<file path="config.mk">
export PLATFORM = sky130hd
export DESIGN_NAME = instr_stream_encoder_flat
export DESIGN_NICKNAME = d
export VERILOG_FILES = /design/src/rtl/instr_stream_encoder_if.sv /design/src/rtl/instr_stream_encoder.sv /design/src/flat_wrapper.sv
export SDC_FILE = /design/constraint.sdc
export NUM_CORES = 1
export LEC_CHECK = 0
export ABC_AREA = 1
export CORE_MARGIN = 3
export CORE_UTILIZATION = 50
export CTS_BUF_LIST = sky130_fd_sc_hd__clkbuf_16
export DETAILED_ROUTE_END_ITERATION = 10
export HOLD_SLACK_MARGIN = 0.15
export PLACE_DENSITY = 0.84
export SLEW_MARGIN = 20
export SYNTH_ARGS = -nofsm -noshare
export SYNTH_HDL_FRONTEND = slang
export SYNTH_SLANG_ARGS = --single-unit
</file>
<file path="constraint.sdc">
create_clock -name clk -period 3.3 [get_ports clk]
set_clock_uncertainty 0.1 [all_clocks]
set_input_delay 0.495 -clock clk [delete_from_list [all_inputs] [get_ports clk]]
set_output_delay 0.495 -clock clk [all_outputs]
set_load 0.005 [all_outputs]
</file>
<file path="src/rtl/instr_stream_encoder_if.sv">
// Request and IMEM-write bundle for instr_stream_encoder.
// master: boot loader / testbench side; slave: the encoder itself.
interface instr_stream_encoder_if #(
  parameter int ADDR_W = 8
);
  logic              in_valid;
  logic              in_ready;
  logic [4:0]        in_op;
  logic [4:0]        in_rs;
  logic [4:0]        in_rt;
  logic [4:0]        in_rd;
  logic [4:0]        in_shamt;
  logic [15:0]       in_imm;
  logic [25:0]       in_target;
  logic              imem_we;
  logic [ADDR_W-1:0] imem_addr;
  logic [31:0]       imem_wdata;
  logic [ADDR_W:0]   count;
  logic              full;
  logic              err_illegal;

  modport master (
    output in_valid, in_op, in_rs, in_rt, in_rd, in_shamt, in_imm, in_target,
    input  in_ready, imem_we, imem_addr, imem_wdata, count, full, err_illegal
  );

  modport slave (
    input  in_valid, in_op, in_rs, in_rt, in_rd, in_shamt, in_imm, in_target,
    output in_ready, imem_we, imem_addr, imem_wdata, count, full, err_illegal
  );
endinterface

</file>
<file path="src/rtl/instr_stream_encoder.sv">
// instr_stream_encoder: turns symbolic MIPS instruction requests into 32-bit
// words and writes them to consecutive IMEM addresses, one word every two cycles.
// Stops (FULL) after DEPTH words; clear rewinds to BASE_ADDR.
module instr_stream_encoder #(
  parameter int ADDR_W    = 8,
  parameter int BASE_ADDR = 0,
  parameter int DEPTH     = 256
) (
  input  logic                   clk,
  input  logic                   rst_n,
  input  logic                   clear,
  instr_stream_encoder_if.slave  bus
);

  localparam logic [1:0] S_IDLE  = 2'd0;
  localparam logic [1:0] S_WRITE = 2'd1;
  localparam logic [1:0] S_FULL  = 2'd2;

  localparam logic [ADDR_W-1:0] BASE_PTR  = ADDR_W'(BASE_ADDR);
  localparam logic [ADDR_W:0]   DEPTH_CNT = (ADDR_W+1)'(DEPTH);

  // Returns {legal, word}; fields not used by the format are never copied in.
  function automatic logic [32:0] encode(
    input logic [4:0]  op,
    input logic [4:0]  rs,
    input logic [4:0]  rt,
    input logic [4:0]  rd,
    input logic [4:0]  shamt,
    input logic [15:0] imm,
    input logic [25:0] target
  );
    logic [32:0] res;
    res = 33'd0;
    case (op)
      5'd0:  res = {1'b1, 6'h00, rs, rt, rd, 5'd0, 6'h20};
      5'd1:  res = {1'b1, 6'h00, rs, rt, rd, 5'd0, 6'h21};
      5'd2:  res = {1'b1, 6'h00, rs, rt, rd, 5'd0, 6'h22};
      5'd3:  res = {1'b1, 6'h00, rs, rt, rd, 5'd0, 6'h23};
      5'd4:  res = {1'b1, 6'h00, rs, rt, rd, 5'd0, 6'h24};
      5'd5:  res = {1'b1, 6'h00, rs, rt, rd, 5'd0, 6'h25};
      5'd6:  res = {1'b1, 6'h00, rs, rt, rd, 5'd0, 6'h27};
      5'd7:  res = {1'b1, 6'h00, rs, rt, rd, 5'd0, 6'h26};
      5'd8:  res = {1'b1, 6'h00, rs, rt, rd, 5'd0, 6'h2a};
      5'd9:  res = {1'b1, 6'h00, 5'd0, rt, rd, shamt, 6'h00};
      5'd10: res = {1'b1, 6'h00, rs, rt, rd, 5'd0, 6'h04};
      5'd11: res = {1'b1, 6'h00, 5'd0, rt, rd, shamt, 6'h02};
      5'd12: res = {1'b1, 6'h00, rs, rt, rd, 5'd0, 6'h06};
      5'd13: res = {1'b1, 6'h00, 5'd0, rt, rd, shamt, 6'h03};
      5'd14: res = {1'b1, 6'h00, rs, rt, rd, 5'd0, 6'h07};
      5'd15: res = {1'b1, 6'h00, rs, 15'd0, 6'h08};
      5'd16: res = {1'b1, 6'h04, rs, rt, imm};
      5'd17: res = {1'b1, 6'h05, rs, rt, imm};
      5'd18: res = {1'b1, 6'h23, rs, rt, imm};
      5'd19: res = {1'b1, 6'h2b, rs, rt, imm};
      5'd20: res = {1'b1, 6'h08, rs, rt, imm};
      5'd21: res = {1'b1, 6'h09, rs, rt, imm};
      5'd22: res = {1'b1, 6'h0c, rs, rt, imm};
      5'd23: res = {1'b1, 6'h0d, rs, rt, imm};
      5'd24: res = {1'b1, 6'h0e, rs, rt, imm};
      5'd25: res = {1'b1, 6'h02, target};
      5'd26: res = {1'b1, 6'h03, target};
      default: res = 33'd0;
    endcase
    return res;
  endfunction

  logic [1:0]        r_state;
  logic [ADDR_W-1:0] r_ptr;
  logic [ADDR_W:0]   r_count;
  logic [31:0]       r_word;
  logic              r_err;

  logic [32:0]       w_enc;
  logic              w_accept;
  logic              w_we;

  assign w_enc    = encode(bus.in_op, bus.in_rs, bus.in_rt, bus.in_rd,
                           bus.in_shamt, bus.in_imm, bus.in_target);
  assign w_accept = bus.in_valid && bus.in_ready;
  // clear kills a write in the very cycle it is asserted, so the strobe is gated here.
  assign w_we     = (r_state == S_WRITE) && !clear;

  assign bus.in_ready    = (r_state == S_IDLE) && !clear;
  assign bus.imem_we     = w_we;
  assign bus.imem_addr   = r_ptr;
  assign bus.imem_wdata  = w_we ? r_word : 32'd0;
  assign bus.count       = r_count;
  assign bus.full        = (r_state == S_FULL);
  assign bus.err_illegal = r_err;

  // Sequencer: accept/encode in IDLE, commit the word in WRITE, park in FULL.
  always_ff @(posedge clk or negedge rst_n) begin
    if (!rst_n) begin
      r_state <= S_IDLE;
      r_ptr   <= BASE_PTR;
      r_count <= '0;
      r_word  <= 32'd0;
      r_err   <= 1'b0;
    end else if (clear) begin
      r_state <= S_IDLE;
      r_ptr   <= BASE_PTR;
      r_count <= '0;
      r_word  <= 32'd0;
      r_err   <= 1'b0;
    end else begin
      r_err <= 1'b0;
      case (r_state)
        S_IDLE: begin
          if (w_accept) begin
            if (w_enc[32]) begin
              r_word  <= w_enc[31:0];
              r_state <= S_WRITE;
            end else begin
              r_err   <= 1'b1;
            end
          end
        end
        S_WRITE: begin
          r_ptr   <= r_ptr + ADDR_W'(1);
          r_count <= r_count + (ADDR_W+1)'(1);
          r_state <= ((r_count + (ADDR_W+1)'(1)) == DEPTH_CNT) ? S_FULL : S_IDLE;
        end
        S_FULL: r_state <= S_FULL;
        default: r_state <= S_IDLE;
      endcase
    end
  end

endmodule

</file>
<file path="src/flat_wrapper.sv">
// flat-port wrapper written by rule: the top's interface ports become plain ports
module instr_stream_encoder_flat 
#(
  parameter int ADDR_W    = 8,
  parameter int BASE_ADDR = 0,
  parameter int DEPTH     = 256
)
  (clk, rst_n, clear, bus_in_valid, bus_in_op, bus_in_rs, bus_in_rt, bus_in_rd, bus_in_shamt, bus_in_imm, bus_in_target, bus_in_ready, bus_imem_we, bus_imem_addr, bus_imem_wdata, bus_count, bus_full, bus_err_illegal);
  instr_stream_encoder_if #(.ADDR_W(ADDR_W)) bus_i ();
  input  logic clk;
  input  logic rst_n;
  input  logic clear;
  input wire logic [$bits(bus_i.in_valid)-1:0] bus_in_valid;
  input wire logic [$bits(bus_i.in_op)-1:0] bus_in_op;
  input wire logic [$bits(bus_i.in_rs)-1:0] bus_in_rs;
  input wire logic [$bits(bus_i.in_rt)-1:0] bus_in_rt;
  input wire logic [$bits(bus_i.in_rd)-1:0] bus_in_rd;
  input wire logic [$bits(bus_i.in_shamt)-1:0] bus_in_shamt;
  input wire logic [$bits(bus_i.in_imm)-1:0] bus_in_imm;
  input wire logic [$bits(bus_i.in_target)-1:0] bus_in_target;
  output wire logic [$bits(bus_i.in_ready)-1:0] bus_in_ready;
  output wire logic [$bits(bus_i.imem_we)-1:0] bus_imem_we;
  output wire logic [$bits(bus_i.imem_addr)-1:0] bus_imem_addr;
  output wire logic [$bits(bus_i.imem_wdata)-1:0] bus_imem_wdata;
  output wire logic [$bits(bus_i.count)-1:0] bus_count;
  output wire logic [$bits(bus_i.full)-1:0] bus_full;
  output wire logic [$bits(bus_i.err_illegal)-1:0] bus_err_illegal;
  assign bus_i.in_valid = bus_in_valid;
  assign bus_i.in_op = bus_in_op;
  assign bus_i.in_rs = bus_in_rs;
  assign bus_i.in_rt = bus_in_rt;
  assign bus_i.in_rd = bus_in_rd;
  assign bus_i.in_shamt = bus_in_shamt;
  assign bus_i.in_imm = bus_in_imm;
  assign bus_i.in_target = bus_in_target;
  assign bus_in_ready = bus_i.in_ready;
  assign bus_imem_we = bus_i.imem_we;
  assign bus_imem_addr = bus_i.imem_addr;
  assign bus_imem_wdata = bus_i.imem_wdata;
  assign bus_count = bus_i.count;
  assign bus_full = bus_i.full;
  assign bus_err_illegal = bus_i.err_illegal;
  instr_stream_encoder #(.ADDR_W(ADDR_W), .BASE_ADDR(BASE_ADDR), .DEPTH(DEPTH)) u_core (.clk(clk), .rst_n(rst_n), .clear(clear), .bus(bus_i));
endmodule
</file>
==> summary.txt <==
Outcome
  • Result of the run: completed

Setup path
  • Crit Path Max Fanout: 38
  • Critical Path Source Type: register
  • WP data required: 2700 ps
  • Critical Path Sink Type: output port
  • Setup CP Type: register to output port
  • WP data arrival: 2520 ps

STA
  • Max-slew violations: 0
  • Period utilization: 0.945
  • Min setup slack post-route: 181 ps
  • Hold Violations, Final: 0
  • Achievable clock frequency: 321 MHz
  • Worst Tran Pin Value: 727 ps
  • Final min period: 3120 ps
  • Relative slew margins: 0.515
  • RSZ-0062 raised after global routing: false
  • Final setup fails: 0
  • Setup_tns: 0 ps

Floorplanning
  • Core footprint: 0.00838 sq mm
  • Die footprint: 0.00998 sq mm
  • Die X: 99.9 um
  • Initial Utilization: 0.526
  • FP Rows: 33
  • Die height: 99.9 um
  • I/O Pins: 124

Logic synthesis
  • Library cells used by synthesis: 42
  • Fraction of registers with async set/reset: 1.00
  • Avg Inst Size Synth: 6.19 sq um
  • Syn Nets: 785
  • Ys flop type: dfrtp_1
  • #FFs+latches synth: 51
  • Post-Syn Instances: 712
  • Post-synth EDFFs: 0
  • Post-synthesis sequential area ratio: 0.289
  • Cell area after synthesis: 0.00441 sq mm
  • Yosys warns: 0

Cells and area
  • Register area: 0.00128 sq mm
  • Fillers: 740
  • N_diodes: 0
  • Ratio of cells with drive above 1 in the final layout: 0.0999
  • Fin util: 0.692
  • Multi-input logic area: 0.00256 sq mm
  • Post-route cell area: 0.00580 sq mm
  • Area growth, synth to finish: 31.6%
  • Layout Nets: 883

Detailed routing
  • Routed Antenna Nets: 0
  • DRT Pass-1 Iters: 5
  • Final wirelength: 13700 um
  • Via density per instance: 5.53
  • 1st-iter DRT viols: 383
  • Drt drc: 0
  • DR vias: 5062
  • WL per Instance: 15.0 um

Global routing
  • Largest net degree at the start of global routing: 54
  • GRT Overall Usage: 0.274
  • Vias in the first global route: 4631
  • First-pass GRT wire length: 22600 um
  • Congestion Overflow GR: 0
  • Initial antenna violation count: 0

Run
  • Number of max-cap violations: 0

Power and ir drop
  • Pint: 1140 uW
  • Leak: 0.00272 uW
  • Logic pwr share: 0.268
  • PD cells: 288 mW/mm^2
  • Worst VDD drop: 206 uV
  • Clock group share of total power: 0.319
  • Total Power: 1670 uW
  • Sw frac: 0.318
  • NetSw: 531 uW
  • Reg power frac: 0.413

Placed design
  • Detailed placer's ending HPWL: 10100 um
  • Pre-CTS setup slack: 406 ps
  • Post-DP Area: 0.00564 sq mm
  • Port bufs: 122
  • GPL Wtd Cong: 0.965

CTS
  • Total CTS buffers: 5
  • Clock slew at reported path FFs: 70 ps
  • Setup repair bufs after CTS: 0
  • CTS H-tree depth: 2
  • TritonCTS Sinks: 51
  • Max Root-Sink Buffers: 2
  • TritonCTS clock tree: built
  • Clock latency on the worst-skew pair: 290 ps
  • Root Driver: clkbuf_16

Worst hold path
  • Hold WC Path Type: register to register
logic make-up after synthesis:
kind of cell | Yosys count | share of synthesized area
XOR/XNOR | 6 | 0.0119
buffers and inverters | 124 | 0.129
adder cells (fa/ha/maj) | 2 | 0.00567
flip-flops | 51 | 0.289
AND/OR/NAND/NOR | 453 | 0.451
other | 1 | 0.000850
AO/OA/AOI/OAI | 75 | 0.112
worst max-delay path: stages, from the launching register on:
cell	delay [ps]
dfrtp_1	400
nor2_1	270
clkinv_1	370
nor2_2	230
inv_1	100
buf_12	170
nor2_1	140
clkdlybuf4s50_1	520
per-stage QoR:
step	hold WS, ps	std cells
final	386	916
after global routing	407	916
after CTS	391	916
after detailed placement	374	907
after global placement	365	907
after floorplan	99.4	712
routing by layer:
layer	track usage	share of wire
met1	0.379	0.41
met2	0.459	0.47
met3	0.0271	0.094
met4	0.0767	0.018
met5	0	0
area by class of cell:
type	instances	area share
multi-input combinational	537	0.442
clock inverter	3	0.00496
timing repair buffer	140	0.240
sequential	51	0.220
clock buffer	5	0.0216
inverter	75	0.0490
tap	105	0.0226
layout by cell type, fill, tap and decap left out, types with 2 or more instances in the layout:
cell             synthesis  final
nor4_1                   2      2
nor2_1                  94     94
clkinv_4                 0      2
clkdlybuf4s50_1          0    121
clkbuf_16                0      5
xor2_1                   5      5
dfrtp_1                 51     51
o2111ai_1                2      2
nand2_1                208    208
ha_1                     2      2
o21ai_2                 22     22
nand2_2                 18     18
o21ai_1                  4      4
nor2_2                   8      8
nor3_1                   5      5
a31oi_1                  6      6
buf_4                    1     14
inv_1                   69     69
inv_2                    4      4
buf_12                   3      3
nand3_1                 77     77
a21oi_1                 14     14
o22ai_1                  2      2
nand4_1                 36     36
o21ai_0                 19     19
nor3b_1                  2      2
synth_stat cells (2+ instances only):
cell type	instances	area, sq um
nand2_1	208	781
nor2_1	94	353
nand3_1	77	385
inv_1	69	259
dfrtp_1	51	1280
nand4_1	36	225
o21ai_2	22	193
clkbuf_1	21	78.8
o21ai_0	19	95.1
nand2_2	18	113
a21oi_1	14	70.1
buf_2	14	70.1
nor2_2	8	50.1
a31oi_1	6	37.5
buf_1	6	22.5
nor3_1	5	25.0
xor2_1	5	43.8
inv_2	4	15.0
o21ai_1	4	20.0
buf_12	3	60.1
buf_8	2	30.0
ha_1	2	25.0
nor3b_1	2	15.0
nor4_1	2	12.5
o2111ai_1	2	17.5
o22ai_1	2	12.5
worst paths after layout:
path                                         from  slack, ps                      end  cells after the start
worst max-delay path            u_core.r_state[1]        180       bus_imem_wdata[31]                      7
worst min-delay path            u_core.r_word[24]        390        u_core.r_word[24]                      2
worst max register to register  u_core.r_state[1]       1230  u_core.bus.imem_addr[7]                      6
worst min register to register  u_core.r_word[24]        390        u_core.r_word[24]                      2
max in group asynchronous                   rst_n       1650        u_core.r_word[22]                      3
min in group asynchronous                   rst_n        660      u_core.bus.count[4]                      2
power groups by stage:
stage,clock (uW),sequential (uW),combinational [uW]
2_1_floorplan,0,696,277
3_3_place_gp,0,699,433
3_5_place_dp,0,701,442
4_1_cts,548,689,447
5_1_grt,571,694,495
6_report,533,689,448
state kept, by name (all words and copies together), names as in the netlist:
name / count
u_core.r_word: 31
u_core.bus.count: 9
u_core.bus.imem_addr: 8
u_core.r_state: 2
u_core.bus.err_illegal: 1
what timing repair did:
item | 4_1_cts | 5_1_grt
gates resized for setup | 0 | 0
endpoints found under the hold margin | 28 | 0
hold buffers | 1 | 0
setup endpoints to repair | 0 | 0
No activity file was read; power rests on OpenSTA's default activity.
